--- src/rtl/iter_div_sqrt_mvp.sv ---
// Iterative radix-2 mantissa divider / square-rooter, one result bit per cycle.
// Ports: Clk_CI/Rst_SI; Div/Sqrt/Kill controls; operands Mant/Exp/Sign a,b;
// format selects; Ready_SO, Done_SO, Mant_res_DO (57b), Exp_res_DO, Sign_res_DO.
module iter_div_sqrt_mvp #(
  parameter int C_MANT_FP64 = 52,
  parameter int C_EXP_FP64  = 11
) (
  input  logic                         Clk_CI,
  input  logic                         Rst_SI,
  input  logic                         Div_start_SI,
  input  logic                         Sqrt_start_SI,
  input  logic                         Kill_SI,
  input  logic [C_MANT_FP64:0]         Mant_a_DI,
  input  logic [C_MANT_FP64:0]         Mant_b_DI,
  input  logic signed [C_EXP_FP64+1:0] Exp_a_DI,
  input  logic signed [C_EXP_FP64+1:0] Exp_b_DI,
  input  logic                         Sign_a_DI,
  input  logic                         Sign_b_DI,
  input  logic                         FP32_SI,
  input  logic                         FP64_SI,
  input  logic                         FP16_SI,
  input  logic                         FP16ALT_SI,
  output logic                         Ready_SO,
  output logic                         Done_SO,
  output logic [C_MANT_FP64+4:0]       Mant_res_DO,
  output logic signed [C_EXP_FP64+1:0] Exp_res_DO,
  output logic                         Sign_res_DO
);

  localparam int MW = C_MANT_FP64 + 1;
  localparam int RW = C_MANT_FP64 + 5;
  localparam int EW = C_EXP_FP64 + 2;
  localparam int SW = RW + 3;
  localparam int CW = 6;
  localparam int SH = RW - 1 - C_MANT_FP64;

  typedef enum logic [1:0] {
    IDLE,
    ITER,
    DONE
  } state_t;

  state_t state_q, state_d;

  logic [SW-1:0]        rem_q;
  logic [RW-1:0]        quot_q;
  logic [RW-1:0]        mask_q;
  logic [CW-1:0]        cnt_q;
  logic [MW-1:0]        mb_q;
  logic                 sqrt_q;
  logic signed [EW-1:0] exp_q;
  logic                 sign_q;

  logic                 start_acc;
  logic                 last;
  logic                 is_sqrt;

  logic signed [EW-1:0] bias;
  logic [CW-1:0]        iter_m1;
  logic signed [EW-1:0] sq_e;
  logic signed [EW-1:0] exp_start;
  logic [SW-1:0]        rem_start;

  logic [SW-1:0]        trial;
  logic                 ge;
  logic [SW-1:0]        diff;
  logic [SW-1:0]        rem_next;
  logic [RW-1:0]        quot_next;
  logic [RW-1:0]        res_final;

  always_comb begin
    bias    = EW'(127);
    iter_m1 = CW'(23);
    unique case (1'b1)
      FP64_SI: begin
        bias    = EW'(1023);
        iter_m1 = CW'(56);
      end
      FP32_SI: begin
        bias    = EW'(127);
        iter_m1 = CW'(29);
      end
      FP16_SI: begin
        bias    = EW'(15);
        iter_m1 = CW'(23);
      end
      FP16ALT_SI: begin
        bias    = EW'(127);
        iter_m1 = CW'(23);
      end
      default: begin
        bias    = EW'(127);
        iter_m1 = CW'(23);
      end
    endcase
  end

  assign is_sqrt = ~Div_start_SI;
  assign sq_e    = Exp_a_DI - bias;

  // Odd sqrt exponent: radicand doubled so the halved exponent is exact.
  always_comb begin
    exp_start = Exp_a_DI - Exp_b_DI + bias;
    rem_start = SW'(Mant_a_DI);
    if (is_sqrt) begin
      exp_start = (sq_e >>> 1) + bias;
      if (sq_e[0])
        rem_start = SW'(Mant_a_DI) << (SH + 1);
      else
        rem_start = SW'(Mant_a_DI) << SH;
    end
  end

  // Sqrt remainder is scaled by 2^k, so the trial term is 2Q + 2^-k.
  always_comb begin
    if (sqrt_q)
      trial = SW'({quot_q, 1'b0}) + SW'(mask_q);
    else
      trial = SW'(mb_q);
    ge        = rem_q >= trial;
    diff      = ge ? rem_q - trial : rem_q;
    rem_next  = diff << 1;
    quot_next = ge ? (quot_q | mask_q) : quot_q;
    res_final = quot_next | ((|diff) ? mask_q : '0);
  end

  always_comb begin
    state_d   = state_q;
    Ready_SO  = 1'b0;
    Done_SO   = 1'b0;
    start_acc = 1'b0;
    last      = 1'b0;
    unique case (state_q)
      IDLE: begin
        Ready_SO = ~Rst_SI;
        if (!Kill_SI && (Div_start_SI || Sqrt_start_SI)) begin
          start_acc = 1'b1;
          state_d   = ITER;
        end
      end
      ITER: begin
        if (Kill_SI) begin
          state_d = IDLE;
        end else if (cnt_q == '0) begin
          last    = 1'b1;
          state_d = DONE;
        end
      end
      DONE: begin
        Ready_SO = ~Rst_SI;
        Done_SO  = ~Rst_SI;
        if (Kill_SI) begin
          state_d = IDLE;
        end else if (Div_start_SI || Sqrt_start_SI) begin
          start_acc = 1'b1;
          state_d   = ITER;
        end else begin
          state_d = IDLE;
        end
      end
      default: state_d = IDLE;
    endcase
  end

  always_ff @(posedge Clk_CI) begin
    if (Rst_SI) begin
      state_q     <= IDLE;
      rem_q       <= '0;
      quot_q      <= '0;
      mask_q      <= '0;
      cnt_q       <= '0;
      mb_q        <= '0;
      sqrt_q      <= 1'b0;
      exp_q       <= '0;
      sign_q      <= 1'b0;
      Mant_res_DO <= '0;
      Exp_res_DO  <= '0;
      Sign_res_DO <= 1'b0;
    end else begin
      state_q <= state_d;
      if (start_acc) begin
        rem_q  <= rem_start;
        quot_q <= '0;
        mask_q <= {1'b1, {(RW-1){1'b0}}};
        cnt_q  <= iter_m1;
        mb_q   <= Mant_b_DI;
        sqrt_q <= is_sqrt;
        exp_q  <= exp_start;
        sign_q <= is_sqrt ? Sign_a_DI : (Sign_a_DI ^ Sign_b_DI);
      end else if (state_q == ITER && !Kill_SI) begin
        rem_q  <= rem_next;
        quot_q <= quot_next;
        mask_q <= mask_q >> 1;
        cnt_q  <= cnt_q - 1'b1;
        if (last) begin
          Mant_res_DO <= res_final;
          Exp_res_DO  <= exp_q;
          Sign_res_DO <= sign_q;
        end
      end
    end
  end

endmodule
--- config.mk ---
export PLATFORM = sky130hd
export DESIGN_NAME = iter_div_sqrt_mvp
export DESIGN_NICKNAME = d
export VERILOG_FILES = /design/src/rtl/iter_div_sqrt_mvp.sv
export SDC_FILE = /design/constraint.sdc
export NUM_CORES = 1
export LEC_CHECK = 0
export BUFFER_PORTS_ARGS = -buffer_cell sky130_fd_sc_hd__buf_2
export CAP_MARGIN = 20
export CORE_UTILIZATION = 55
export CTS_CLUSTER_DIAMETER = 120
export DETAILED_ROUTE_END_ITERATION = 12
export PLACE_DENSITY = 0.76
export SLEW_MARGIN = 20
export SYNTH_ARGS = -nofsm -noshare
export SYNTH_HDL_FRONTEND = slang
export SYNTH_SLANG_ARGS = --single-unit
--- constraint.sdc ---
create_clock -name Clk_CI -period 17.85 [get_ports Clk_CI]
set_clock_uncertainty 0.15 [all_clocks]
set_input_delay 0.8925 -clock Clk_CI [delete_from_list [all_inputs] [get_ports Clk_CI]]
set_output_delay 0.8925 -clock Clk_CI [all_outputs]
set_load 0.01 [all_outputs]
==> results.py <==
metrics = {
    "critical_path": {
        "max_stage_delay_ns": 0.58,
        "cp.required_ns": 18.13,
        "crit_type": "register to register",
        "r2r_end": "Mant_res_DO[51]",
        "worstSetupStartpoint": "mask_q[1]",
        "worstSetupPathDepth": 31,
        "critPathMaxFanout": 57,
        "critPathTopFamily": "simple AND/OR/NAND/NOR gates",
        "endpoint_kind": "register",
        "r2r_setup_slack_ns": 8.56,
        "r2r_cells": 31,
        "cp_common_cell": "a21oi_1",
        "path_buf_inv": 3,
        "arrival_ns": 9.57,
        "cp_slowest_cell": "or4_1",
        "r2r_start": "mask_q[1]",
        "start_kind": "register",
    },
    "die": {
        "core_sq_um": 40100,
        "fp-row-count": 73,
        "dieArea_sq_um": 41900,
        "io-pin-count": 216,
        "start_util": 0.563,
        "die_x_um": 205,
        "die_y_um": 205,
    },
    "run": {
        "max_cap_viol_count": 0,
    },
    "synth": {
        "synth_largest_area_cell": "dfxtp_1",
        "syn-num-nets": 3403,
        "syn_area_per_cell_sq_um": 7.30,
        "yosysTopAreaCellShare": 0.284,
        "yosysUniqueCellTypes": 71,
        "synth-async-reset-ratio": 0,
        "synthFlopType": "dfxtp_1",
        "ys_ff_latch": 321,
        "synth_top_cells_by_area": "dfxtp_1, a21oi_1, nand2_1",
        "syn-cell-area_sq_um": 22600,
        "ys_seq_area_frac": 0.284,
        "synth_cells": 3093,
        "synth-edff-count": 0,
        "ys_warn_count": 0,
    },
    "clock_network": {
        "cts_htree_levels": 2,
        "cts_setup_buffers": 0,
        "clk_path_buf_depth": 3,
        "hold_buffers": 0,
        "cts_sinks": 321,
        "clk_latency_ns": 0.56,
        "clkSlewWorstSetupHoldPaths_ns": 0.06,
        "numCtsBuffers": 37,
        "cts-root-buf": "clkbuf_16",
        "cts_resized": 0,
        "cts_tree": "done",
    },
    "finish": {
        "area.growth.synth_to_final_pct": 11.2,
        "antenna_cells": 0,
        "fill_cells": 3663,
        "fin_cells": 3715,
        "final_nets": 3471,
        "layout-drive-gt1-share": 0.112,
        "fin_util": 0.627,
        "design_area_sq_um": 25100,
    },
    "sta": {
        "timing.hold.ws_ns": 0.301,
        "slew_viol_final": 0,
        "finalSetupTns_ns": 0,
        "rsz0062_at_grt": "no",
        "hold_viol_final": 0,
        "relSlewSlack": 0.237,
        "fmax_mhz": 108,
        "tightest_slew_ns": 1.14,
        "fin_crit_ns": 9.29,
        "fin_ws_ns": 8.56,
        "finalSetupViolations": 0,
        "fin_crit_sh": 0.520,
    },
    "placement": {
        "place_congestion": 0.961,
        "hpwl_um": 50600,
        "io_buffers": 214,
        "dpl_cell_area_sq_um": 23800,
        "numPlacedInstances": 3647,
        "place_ws_ns": 8.77,
    },
    "detailed_routing": {
        "drt-initial-drc-count": 1863,
        "wl_per_cell_um": 18.7,
        "drt_pre_antenna_iters": 5,
        "ant_nets": 0,
        "drc": 0,
        "vias": 22600,
        "routed_wl_um": 69300,
        "via_per_inst": 6.09,
    },
    "global_route": {
        "gr-usage-all-layers": 0.326,
        "grt_pass1_vias": 21300,
        "grt_max_degree": 103,
        "antenna_found_initial": 0,
        "gr-total-overflow": 0,
        "grt_pass1_wl_um": 111000,
    },
    "power_and_ir_drop": {
        "power_mw": 2.53,
        "leakagePower_nw": 10.4,
        "vdd_ir_drop_max_uv": 72.5,
        "p_per_area_nw_per_um2": 101,
    },
    "min_path": {
        "min_path_cells": 2,
        "hold_start": "Exp_res_DO[1]",
        "min_path_type": "register to register",
        "holdPathEnd": "Exp_res_DO[1]",
    },
    "run_status": {
        "outcome": "completed",
    },
}
registers in the layout (all words and copies together) (netlist names):
| signal | flops |
|---|---|
| mb_q | 53 |
| exp_q | 13 |
| sqrt_q | 1 |
| state_q | 2 |
| sign_q | 1 |
| Mant_res_DO | 57 |
| Sign_res_DO | 1 |
| cnt_q | 6 |
| quot_q | 57 |
| rem_q | 60 |
| Exp_res_DO | 13 |
| mask_q | 57 |
area by class of cell:
cell class                      instances  area [sq um]  share of cell area
Clock inverter                         17           279              0.0111
Inverter                               73           274              0.0109
Timing Repair Buffer                  234          1250              0.0498
Multi-Input combinational cell       2494         15200               0.603
Sequential cell                       321          6430               0.256
Tap cell                              525           657              0.0261
Clock buffer                           51          1080              0.0430
worst max-delay path by stage:
stage / to / slack (ns)
final: Mant_res_DO[51] / 8.56
after global routing: Mant_res_DO[51] / 7.86
after CTS: Mant_res_DO[51] / 8.75
after detailed placement: Mant_res_DO[51] / 8.77
after global placement: Mant_res_DO[10] / 9.00
after floorplan: Mant_res_DO[19] / 11.19
per-layer routing:
layer / track usage / share of wire / vias up
met5: 0 / 0 / -
met4: 0.143 / 0.041 / 0
met3: 0.0396 / 0.054 / 161
met2: 0.568 / 0.49 / 703
met1: 0.402 / 0.42 / 10700
li1: - / - / 11100
report_power, final:
part / internal (mW) / switching, mW / total [mW]
sequential: 0.743 / 0.0317 / 0.775
clock: 0.528 / 0.322 / 0.850
combinational: 0.294 / 0.607 / 0.901
total: 1.56 / 0.960 / 2.53
layout by cell type, fill, tap and decap left out, drive strengths merged, types with 51 or more instances in the layout:
master and count:
a21oi 526, mux2i 98, xor2 56, buf 234
nor4 80, clkbuf 51, xnor2 89, nor2 267
ha 158, dfxtp 321, o21ai 139, nand2 618
inv 75
Yosys cell counts, drive strengths merged (53+ instances only):
cell      n
nor2    267
dfxtp   321
clkbuf  152
buf      53
a21oi   526
nor4     80
mux2i    98
inv      73
nand2   618
o21ai   139
xor2     56
xnor2    89
ha      158
cells by family after synthesis:
kind of cell    Yosys count  synth area share
simple gates           1138             0.225
xor+xnor                145            0.0562
fa+ha+maj               167            0.0955
buf+inv                 278            0.0491
compound gates          940             0.243
mux                     104            0.0464
flops                   321             0.284
worst min-delay path, cell delays in order (launching register included):
cell and delay, ns:
dfxtp_1 0.30, nand2_1 0.05, a21oi_1 0.05
No activity file was read; power rests on OpenSTA's default activity.
